### config.mk
export PLATFORM = sky130hd
export DESIGN_NAME = wm_cycle_ctrl
export DESIGN_NICKNAME = d
export VERILOG_FILES = /design/src/rtl/wm_cycle_ctrl.sv
export SDC_FILE = /design/constraint.sdc
export NUM_CORES = 1
export LEC_CHECK = 0
export ABC_AREA = 1
export BUFFER_PORTS_ARGS = -buffer_cell sky130_fd_sc_hd__buf_4
export CORE_MARGIN = 2
export CORE_UTILIZATION = 25
export CTS_BUF_LIST = sky130_fd_sc_hd__clkbuf_4
export CTS_CLUSTER_SIZE = 16
export DETAILED_ROUTE_END_ITERATION = 16
export PLACE_DENSITY = 0.4
export SLEW_MARGIN = 20
export SYNTH_ARGS = -nofsm -noshare
export SYNTH_HDL_FRONTEND = slang
export SYNTH_SLANG_ARGS = --single-unit
### constraint.sdc
create_clock -name clk -period 4.95 [get_ports clk]
set_clock_uncertainty 0.15 [all_clocks]
set_input_delay 0.99 -clock clk [delete_from_list [all_inputs] [get_ports clk]]
set_output_delay 0.99 -clock clk [all_outputs]
set_load 0.01 [all_outputs]
### src/rtl/wm_cycle_ctrl.sv
// Washing-machine cycle sequencer: fill/wash/drain/rinse/spin with timeouts.
// Define WM_EXTRA_RINSE_EN for a second drain/fill/rinse pass before spin.
module wm_cycle_ctrl #(
  parameter int TICK_DIV  = 1000,
  parameter int WASH_T    = 12,
  parameter int RINSE_T   = 6,
  parameter int SPIN_T    = 8,
  parameter int FILL_TMO  = 20,
  parameter int DRAIN_TMO = 20
) (
  input  logic       clk,
  input  logic       reset,
  input  logic       start,
  input  logic       pause,
  input  logic       door_closed,
  input  logic       level_full,
  input  logic       level_empty,
  output logic [2:0] stage,
  output logic       valve_in,
  output logic       pump_out,
  output logic       motor_on,
  output logic       motor_fast,
  output logic       door_lock,
  output logic       busy,
  output logic       done,
  output logic       fault
);

  typedef enum logic [2:0] {
    IDLE  = 3'b000,
    FILL1 = 3'b001,
    WASH  = 3'b010,
    DRAIN = 3'b011,
    FILL2 = 3'b100,
    RINSE = 3'b101,
    SPIN  = 3'b110,
    ENDS  = 3'b111
  } state_t;

  localparam int M1   = (WASH_T > RINSE_T) ? WASH_T : RINSE_T;
  localparam int M2   = (M1 > SPIN_T) ? M1 : SPIN_T;
  localparam int M3   = (M2 > FILL_TMO) ? M2 : FILL_TMO;
  localparam int TMAX = (M3 > DRAIN_TMO) ? M3 : DRAIN_TMO;
  localparam int TW   = $clog2(TMAX + 1);
  localparam int PW   = (TICK_DIV > 1) ? $clog2(TICK_DIV) : 1;

  state_t          state, state_n;
  logic            flt, flt_n;
  logic [PW-1:0]   presc;
  logic [TW-1:0]   timer;
  logic            run, tick, go_flt;
  logic            wash_end, rinse_end, spin_end;
  logic            fill_tmo, drain_tmo;

`ifdef WM_EXTRA_RINSE_EN
  logic            pass;
`endif

  assign run  = (state != IDLE) && (state != ENDS);
  assign tick = run && !pause && (presc == PW'(TICK_DIV - 1));

  // Each duration ends on the tick that would carry timer to T.
  assign wash_end  = tick && (timer == TW'(WASH_T - 1));
  assign rinse_end = tick && (timer == TW'(RINSE_T - 1));
  assign spin_end  = tick && (timer == TW'(SPIN_T - 1));
  assign fill_tmo  = tick && (timer == TW'(FILL_TMO - 1));
  assign drain_tmo = tick && (timer == TW'(DRAIN_TMO - 1));

  always_comb begin
    state_n = state;
    flt_n   = flt;
    go_flt  = 1'b0;
    if (!run) begin
      if (!flt && start && door_closed) state_n = FILL1;
    end else if (!door_closed) begin
      go_flt = 1'b1;
    end else if (!pause) begin
      unique case (state)
        FILL1: begin
          if (level_full)    state_n = WASH;
          else if (fill_tmo) go_flt  = 1'b1;
        end
        WASH: if (wash_end) state_n = DRAIN;
        DRAIN: begin
          if (level_empty)    state_n = FILL2;
          else if (drain_tmo) go_flt  = 1'b1;
        end
        FILL2: begin
          if (level_full)    state_n = RINSE;
          else if (fill_tmo) go_flt  = 1'b1;
        end
        RINSE: begin
`ifdef WM_EXTRA_RINSE_EN
          if (rinse_end) state_n = pass ? SPIN : DRAIN;
`else
          if (rinse_end) state_n = SPIN;
`endif
        end
        SPIN: if (spin_end) state_n = ENDS;
        default: ;
      endcase
    end
    if (go_flt) begin
      state_n = ENDS;
      flt_n   = 1'b1;
    end
  end

  always_ff @(posedge clk) begin
    if (reset) begin
      state <= IDLE;
      flt   <= 1'b0;
      presc <= '0;
      timer <= '0;
    end else begin
      state <= state_n;
      flt   <= flt_n;
      if (state_n != state || !run) begin
        presc <= '0;
        timer <= '0;
      end else if (!pause) begin
        if (tick) begin
          presc <= '0;
          timer <= timer + 1'b1;
        end else begin
          presc <= presc + 1'b1;
        end
      end
    end
  end

`ifdef WM_EXTRA_RINSE_EN
  always_ff @(posedge clk) begin
    if (reset)
      pass <= 1'b0;
    else if (state_n == FILL1 && state != FILL1)
      pass <= 1'b0;
    else if (state == RINSE && state_n == DRAIN)
      pass <= 1'b1;
  end
`endif

  assign stage      = state;
  assign valve_in   = !pause && (state == FILL1 || state == FILL2);
  assign pump_out   = !pause && (state == DRAIN || state == SPIN);
  assign motor_on   = !pause &&
                      (state == WASH || state == RINSE || state == SPIN);
  assign motor_fast = !pause && (state == SPIN);
  // A faulted drum that still holds water keeps the door latched.
  assign door_lock  = run || (state == ENDS && flt && !level_empty);
  assign busy       = run;
  assign done       = (state == ENDS) && !flt;
  assign fault      = flt;

endmodule

# [Word level (Yosys, flattened, before mapping)]
# Cells that the tools add are included.
[word_totals] reg_bits=19 input_bits=7 wordCells=71
[op_classes] addsub=2 n_eq_ne=14 mux=20 bitwise_logic=1 n_reduce_logical=30
[ops] cell="3-bit two-way mux" n=11
[ops] cell="3-bit case mux with 6 select lines" n=1
[ops] cell="1-bit logical AND" n=16
[ops] cell="3-bit == test, second input constant" n=4
[ops] cell="10-bit by 1-bit adder with 10-bit output, second input constant" n=1
[ops] cell="10-bit == test, second input constant" n=1
[ops] cell="5-bit by 3-bit == test with 1-bit output, second input constant" n=2
[ops] cell="10-bit two-way mux" n=1
[ops] cell="3-bit by 2-bit == test with 1-bit output, second input constant" n=2
[ops] cell="1-bit logical OR" n=6
[ops] cell="1-bit two-way mux" n=6
[ops] cell="5-bit by 1-bit adder with 5-bit output, second input constant" n=1
[ops] cell="5-bit by 4-bit == test with 1-bit output, second input constant" n=1
[ops] cell="5-bit == test, second input constant" n=1
[ops] cell="1-bit zero test" n=4
[ops] cell="2-bit OR reduction" n=2
[ops] cell="3-bit by 1-bit == test with 1-bit output, second input constant" n=1
[ops] cell="3-bit inequality test" n=1
[ops] cell="3-bit inequality test, second input constant" n=1
[ops] cell="3-bit nonzero test" n=1
[ops] cell="1-bit case mux with 2 select lines" n=1
[ops] cell="2-bit AND reduction" n=1
[ops] cell="1-bit NOT" n=1

# [Logic depth before layout (Yosys ltp)]
# Gate-level depths: netlist of the first run.
[depth] depth_word=15 mapped_depth=17

# [Worst setup path after synthesis of the first run]
# No wires, ideal clock.
[synth_timing] path_type="in2reg" start="input pause" end="register presc[5]" arrival_ps=2293 required_ps=4676 path_slack_ps=2383 stages=16 cell_sequence="buf_6 inv_6 nand2_4 nor2_4 nand3_4 nor2_8 nand3_2 nand2_2 nor2_1 nand2_1 nand2_1 nand2_1 nand2_1 nand2_4 buf_12 nor2_4"
[synth_between] elab_chain_len=14 word_cells_on_any_way=26 classes_between="eq/ne (1); mux (16); reduce/logical (9)"
[synth_lines] item="from (decl)" line_no="14" text="input logic pause,"
[synth_lines] item="1-bit zero test" line_no="60" text="assign tick = run && !pause && (presc == PW'(TICK_DIV - 1));"
[synth_lines] item="1-bit logical AND (2 in a row)" line_no="60"
[synth_lines] item="1-bit logical AND" line_no="66, 67"
[synth_lines] item="1-bit two-way mux" line_no="81, 86, 90"
[synth_lines] item="1-bit two-way mux (on tied branches)" line_no="80, 85"
[synth_lines] item="1-bit case mux with 2 select lines" line_no="78" text="unique case (state)"
[synth_lines] item="1-bit two-way mux" line_no="77" text="end else if (!pause) begin"
[synth_lines] item="1-bit two-way mux" line_no="75" text="end else if (!door_closed) begin"
[synth_lines] item="1-bit two-way mux" line_no="73" text="if (!run) begin"
[synth_lines] item="3-bit two-way mux" line_no="103" text="if (go_flt) begin"
[synth_lines] item="3-bit inequality test" line_no="118" text="if (state_n != state || !run) begin"
[synth_lines] item="1-bit logical OR" line_no="118"
[synth_lines] item="2-bit OR reduction (no line)"
[synth_lines] item="to (signal assigned)" line_no="126" text="presc <= presc + 1'b1;"
[synth_lines] item="to (decl)" line_no="49" text="logic [PW-1:0] presc;"
# Parallel ways exist; a longest one is shown, timed or not.
# A chain may end at the register's enable or synchronous reset.

# [Worst setup path in the final report of the first run]
[layout_timing] start="register state[2], in the netlist stage[2]" end="output motor_on"
[layout_between] elab_chain_len=4 word_cells_on_any_way=6 classes_between="eq/ne (3); reduce/logical (3)"
[layout_lines] item="from (decl)" line_no="47" text="state_t state, state_n;"
[layout_lines] item="from (signal assigned)" line_no="116" text="state <= state_n;"
[layout_lines] item="3-bit by 2-bit == test with 1-bit output or 3-bit == test (tied branches)" line_no="147" text="(state == WASH || state == RINSE || state == SPIN);"
[layout_lines] item="1-bit logical OR" line_no="147"
[layout_lines] item="1-bit logical OR (*)" line_no="147"
[layout_lines] item="1-bit logical AND (*)" line_no="146" text="assign motor_on = !pause &&"
[layout_lines] item="to (decl)" line_no="21" text="output logic motor_on,"
# Every way passes the cells marked *; elsewhere a longest branch is shown, timed or not.

==> impl_metrics.csv, run 1 <==
group,metric,value,unit
detailed_routing,wl_per_cell,10.92,um
synthesis,synth-seq-cells,19,
cells_and_area,antenna_cells,0,
power_and_ir_drop,power_density,355.8,nW/um2
detailed_routing,drtIter0Drc,48,
floorplan,ios,18,
power_and_ir_drop,ir_worst_vdd,0.1143,mV
detailed_routing,first_pass_iters,4,
synthesis,ys_types,31,
cells_and_area,post-route-util,29.31,%
synthesis,avgSynthCellArea,7.079,um2
synthesis,ys_seq_area_share,27.41,%
synthesis,synthesis.area,1388,um2
status,outcome,"finished, final reports clean",
grt,grt_start_max_net_pins,16,
flow_run,max_cap_viol_count,0,
cts,postCtsHoldBufs,0,
cts,path_clk_slew,0.11,ns
setup_path,critPathKind,"register to output port",
synthesis,syn-num-nets,206,
synthesis,ys_warn_count,0,
power_and_ir_drop,p_leak,0.6019,nW
sta,relSlewSlack,75.63,%
cts,numCtsBuffers,3,
floorplan,rows,27,
cts,cts.sinks,19,
sta,hold_viol,0,
grt,grt_use_total,11.56,%
floorplan,core_area,5439,um2
synthesis,yosys.area.top_type,"dfxtp_1",
sta,tns,0,ns
floorplan,start_util,25.51,%
floorplan,die_x,78.50,um
detailed_routing,avgViaCountPerCell,4.388,
cts,cts_resized,0,
setup_path,critPathCaptureType,"output port",
cts,cts_setup_buffers,0,
sta,clock.fmax,359.3,MHz
cells_and_area,drive_gt1_share,23.83,%
cells_and_area,n_fill_cell,616,
detailed_routing,drc,0,
detailed_routing,route.vias.total,1255,
detailed_routing,antenna_left,0,
cts,cts_buffer_depth,2,
cts,ctsRootBufferMaster,"clkbuf_4",
cts,clk_latency,0.30,ns
setup_path,regToRegSetupSlack,2.70,ns
sta,worstMarginPinSlew,0.3652,ns
setup_path,critical_path_required,3.81,ns
setup_path,cp-start-kind,"register",
placement,gp_congestion,0.7451,
floorplan,die_y,78.50,um
power_and_ir_drop,power,0.5672,mW
placement,io_buffers,17,
sta,period_needed,2.783,ns
cts,cts_tree,"done",
cells_and_area,final_nets,225,
grt,first_global_vias,1286,
sta,hold_slack,0.3856,ns
sta,fin_crit_sh,56.23,%
cells_and_area,syn_to_final_growth,14.88,%
floorplan,dieArea,6162,um2
grt,antenna_found_initial,0,
synthesis,synth_area_leaders,"dfxtp_1 27%, nand2_1 11%, nor2_4 8.9%",
synthesis,syn_inst,196,
grt,grt_overflow_total,0,
setup_path,critPathMaxFanout,7,
sta,drv_slew,0,
placement,hpwl,2.471,mm
sta,rsz0062_at_grt,"no",
synthesis,synth_top_area_share,27.41,%
min_path,min_path_type,"register to register",
setup_path,worstPathArrival,1.64,ns
sta,setup_viol_count_final,0,
cts,ctsHtreeMaxLevel,1,
grt,grt_pass1_wl,5.747,mm
detailed_routing,routed_wl,3.123,mm
==> routing by layer <==
layer | vias up | global-route usage [%] | wire, um
met4 | 0 | 4.211 | 29
met3 | 2 | 2.529 | 173
met2 | 32 | 19.49 | 1417
met5 | - | 0 | 0
li1 | 669 | - | -
met1 | 552 | 14.37 | 1503
==> cell usage in the layout, fill, tap and decap left out, types with 2 or more instances in the layout <==
cell,n
nor3_1,6
xor2_1,4
nor2_4,11
nand2_4,4
dfxtp_1,19
nand3_1,12
a21oi_1,9
inv_1,24
inv_2,4
nand2_1,41
clkbuf_4,3
ha_1,3
or2_2,2
nand3_2,3
buf_4,17
nor2_2,2
nand4_1,6
o21ai_0,9
nor2_1,22
o31ai_1,2
==> critical path: stages, from the launching register on <==
cell and delay [ns]:
dfxtp_1 0.51, inv_2 0.14, nor3_1 0.33, inv_1 0.07, a21oi_1 0.15, buf_4 0.15
==> synth_stat cells <==
library cell / number
nand2_1: 41
buf_12: 1
nand3_4: 1
inv_2: 4
inv_1: 24
xnor2_1: 1
buf_6: 1
xor2_1: 4
nor2_1: 22
nand3_1: 12
inv_6: 1
ha_1: 3
nand2_4: 4
buf_4: 1
o31ai_1: 2
or2_2: 2
nand2_2: 1
nor2_4: 11
dfxtp_1: 19
nor4_1: 1
o21bai_1: 1
nand3_2: 3
a22oi_1: 1
nor2_8: 1
o21a_1: 1
nand3b_1: 1
nand4_1: 6
o21ai_0: 9
nor3_1: 6
a21oi_1: 9
nor2_2: 2
==> logic make-up after synthesis <==
kind of cell | synth area share [%]
AOI/OAI and AO/OA | 9.197
xor gates and xnor gates | 3.156
adders and majority gates | 2.705
buffers and inverters | 11.00
DFF | 27.41
and+or+nand+nor | 46.53
==> power by group <==
group          internal [mW]  total (mW)  leakage, nW  switching (mW)
Combinational         0.0987       0.291        0.430           0.192
Sequential             0.167       0.195        0.154          0.0280
Clock                 0.0301      0.0811       0.0177          0.0510
Total                  0.296       0.567        0.602           0.271
==> flip-flops by register name, indices dropped and copies added (netlist names) <==
name and cells:
presc 10, fault 1, timer 5, stage 3
==> metrics by stage <==
| step | instance area (um2) | std cells | setup slack (ns) |
|---|---|---|---|
| finish | 1594 | 286 | 2.167 |
| global route | 1594 | 286 | 2.064 |
| CTS | 1594 | 286 | 2.136 |
| detailed placement | 1567 | 282 | 2.086 |
| global placement | 1567 | 282 | 2.127 |
| floorplan | 1388 | 196 | 2.383 |
==> path summary, 6_finish.rpt <==
| kind | start | to | cells past startpoint |
|---|---|---|---|
| max | stage[2] | motor_on | 5 |
| min | fault | fault | 2 |
| max reg2reg | stage[1] | presc[1] | 13 |
| min reg2reg | fault | fault | 2 |
==> cell type report <==
cell class | instances | area [um2] | area share [%]
tap | 72 | 90.09 | 5.651
timing repair buffer | 17 | 127.6 | 8.006
clock inverter | 1 | 5.005 | 0.3140
multi-input combinational | 145 | 854.6 | 53.61
inverter | 29 | 113.9 | 7.143
clock buffer | 3 | 22.52 | 1.413
sequential | 19 | 380.4 | 23.86
(Power assumes the default switching activity.)
==> run 2: changes to the inputs <==
==> constraint.sdc (replaced) <==
create_clock -name clk -period 2.65 [get_ports clk]
set_clock_uncertainty 0.15 [all_clocks]
set_input_delay 0.53 -clock clk [delete_from_list [all_inputs] [get_ports clk]]
set_output_delay 0.53 -clock clk [all_outputs]
set_load 0.01 [all_outputs]
==> run 2 against run 1 <==
  * Clock power is 84% higher
  * Non-clock buffer count is 3 higher
  * Combinational power is 100% higher
  * Worst setup slack worse by 1.8 ns
  * Critical endpoint unchanged
  * Routed wire length is 0.22% higher
  * Cell area is 2.2% higher
  * Die area stayed put
  * Register-to-register slack worse by 2.3 ns
  * Highest routed layer unchanged
==> impl_metrics.csv, run 2 (synthesis results as in run 1) <==
group,metric,value,unit
status,outcome,"finished, final reports clean",
setup_path,max_stage_delay,0.54,ns
power_and_ir_drop,combPwrFrac,53.3,%
cells_and_area,n_fill_cell,625,
sta,worstMarginPinSlew,0.3838,ns
cells_and_area,antenna_cells,0,
cells_and_area,syn_to_final_growth,17.40,%
detailed_routing,drtIter0Drc,37,
setup_path,critical_path_buf_inv_count,3,
floorplan,start_util,25.51,%
cts,numCtsBuffers,3,
detailed_routing,avgViaCountPerCell,4.329,
floorplan,dieArea,6162,um2
cts,path_clk_slew,0.11,ns
power_and_ir_drop,p_leak,0.6219,nW
setup_path,critPathMaxFanout,7,
cts,cts_setup_buffers,0,
sta,rsz0062_at_grt,"no",
sta,fin_crit_sh,86.67,%
cells_and_area,final_nets,228,
cells_and_area,largest_reg_flops,10,
power_and_ir_drop,switchingPower,0.5098,mW
power_and_ir_drop,power.internal,0.5876,mW
grt,first_global_vias,1212,
cts,cts_buffer_depth,2,
cts,cts_tree,"done",
grt,grt_overflow_total,0,
power_and_ir_drop,pwr-share-seq,33.2,%
placement,post-place-ws,0.2311,ns
setup_path,cp.depth,5,
floorplan,rows,27,
sta,hold_viol,0,
placement,dpl.cell_count,285,
setup_path,critical_path_required,1.97,ns
sta,period_needed,2.297,ns
detailed_routing,first_pass_iters,4,
cells_and_area,finalNonFillerCells,289,
sta,postLayoutSetupSlackWorst,0.3531,ns
setup_path,worstPathArrival,1.62,ns
floorplan,die_y,78.50,um
detailed_routing,drc,0,
detailed_routing,route.vias.total,1251,
cts,cts.sinks,19,
power_and_ir_drop,power,1.097,mW
floorplan,die_x,78.50,um
power_and_ir_drop,p_clk_share,13.5,%
sta,drv_slew,0,
grt,grt_start_max_net_pins,12,
sta,relSlewSlack,74.38,%
grt,antenna_found_initial,0,
flow_run,max_cap_viol_count,0,
grt,grt_pass1_wl,5.526,mm
cells_and_area,mostFrequentLayoutCells,"41 x nand2_1, 24 x inv_1, 22 x nor2_1",
setup_path,crit_family,"flip-flops",
cts,ctsRootBufferMaster,"clkbuf_4",
detailed_routing,wl_per_cell,10.83,um
cts,ctsHtreeMaxLevel,1,
setup_path,crit_chain,"inv_2 > nor3_1 > inv_1 > a21oi_1 > buf_4",
power_and_ir_drop,power_density,673.7,nW/um2
min_path,hold_depth,2,
setup_path,cpMaxStageDelayCell,"dfxtp_1",
cells_and_area,final_common_cell,"nand2_1",
sta,clock.fmax,435.4,MHz
grt,grt_use_total,11.22,%
cts,postCtsHoldBufs,0,
floorplan,ios,18,
detailed_routing,antenna_left,0,
placement,gp_congestion,0.7394,
power_and_ir_drop,swShare,46.46,%
min_path,min_path_type,"primary input to register",
setup_path,critPathKind,"register to output port",
placement,hpwl,2.528,mm
cells_and_area,drive_gt1_share,24.88,%
setup_path,cp-start-kind,"register",
sta,setup_viol_count_final,0,
floorplan,core_area,5439,um2
power_and_ir_drop,ir_worst_vdd,0.2717,mV
setup_path,ff2ff_path_depth,14,
cells_and_area,regMostFlops,"presc",
cts,clk_latency,0.30,ns
placement,io_buffers,17,
setup_path,critPathCaptureType,"output port",
cts,cts_resized,0,
sta,tns,0,ns
detailed_routing,routed_wl,3.130,mm
## run 2: cell types whose count changed in the layout (fill, tap and decap cells not counted)
cell    delta
buf_12     +1
buf_4      +2
## run 2: per-layer routing
layer | part of all wire (%) | global-route usage (%) | up-vias
met5 | 0 | 0 | -
met4 | 0.93 | 4.211 | 0
met3 | 3.4 | 1.494 | 2
met2 | 45 | 18.80 | 19
met1 | 51 | 14.58 | 558
li1 | - | - | 672
## run 2: power by group through the flow
stage	Clock, mW	Combinational (mW)	Sequential (mW)
2_1_floorplan	0	0.412	0.359
3_3_place_gp	0	0.609	0.372
3_5_place_dp	0	0.592	0.370
4_1_cts	0.164	0.594	0.364
5_1_grt	0.173	0.645	0.369
6_report	0.149	0.584	0.364
## run 2: metrics by stage
stage | cell area (um2) | util, % | hold WS, ns
after floorplan | 1388 | - | 0.3687
after global placement | 1602 | 29.45 | 0.3907
after detailed placement | 1602 | 29.45 | 0.3737
after CTS | 1629 | 29.95 | 0.2469
after global routing | 1629 | 29.95 | 0.2488
final | 1629 | 29.95 | 0.2643
## run 2: worst register-to-register path, stage by stage (launching register included)
cell     delay, ns
dfxtp_1       0.57
inv_2         0.13
nand3_2       0.13
nand2_4       0.10
nor2_8        0.20
nand3_2       0.09
nand2_2       0.10
nor2_1        0.05
nand2_1       0.06
nand2_1       0.06
nand2_1       0.06
nand2_1       0.08
nand2_4       0.18
buf_4         0.20
nor2_4        0.03
## run 2: final cells by class
| class | count | area [um2] | area share, % |
|---|---|---|---|
| well taps | 72 | 90.09 | 5.530 |
| clock buffers | 3 | 22.52 | 1.382 |
| repair buffers | 20 | 162.7 | 9.985 |
| multi-input cells | 145 | 854.6 | 52.46 |
| inverters | 29 | 113.9 | 6.989 |
| flip-flops and latches | 19 | 380.4 | 23.35 |
| clock inverters | 1 | 5.005 | 0.3072 |
## run 2: path summary, 6_finish.rpt
path | startpoint | endpoint | slack, ns
worst max-delay path | stage[0] | motor_on | 0.35
worst min-delay path | reset | stage[2] | 0.26
worst max register to register | stage[1] | presc[8] | 0.38
worst min register to register | fault | fault | 0.39
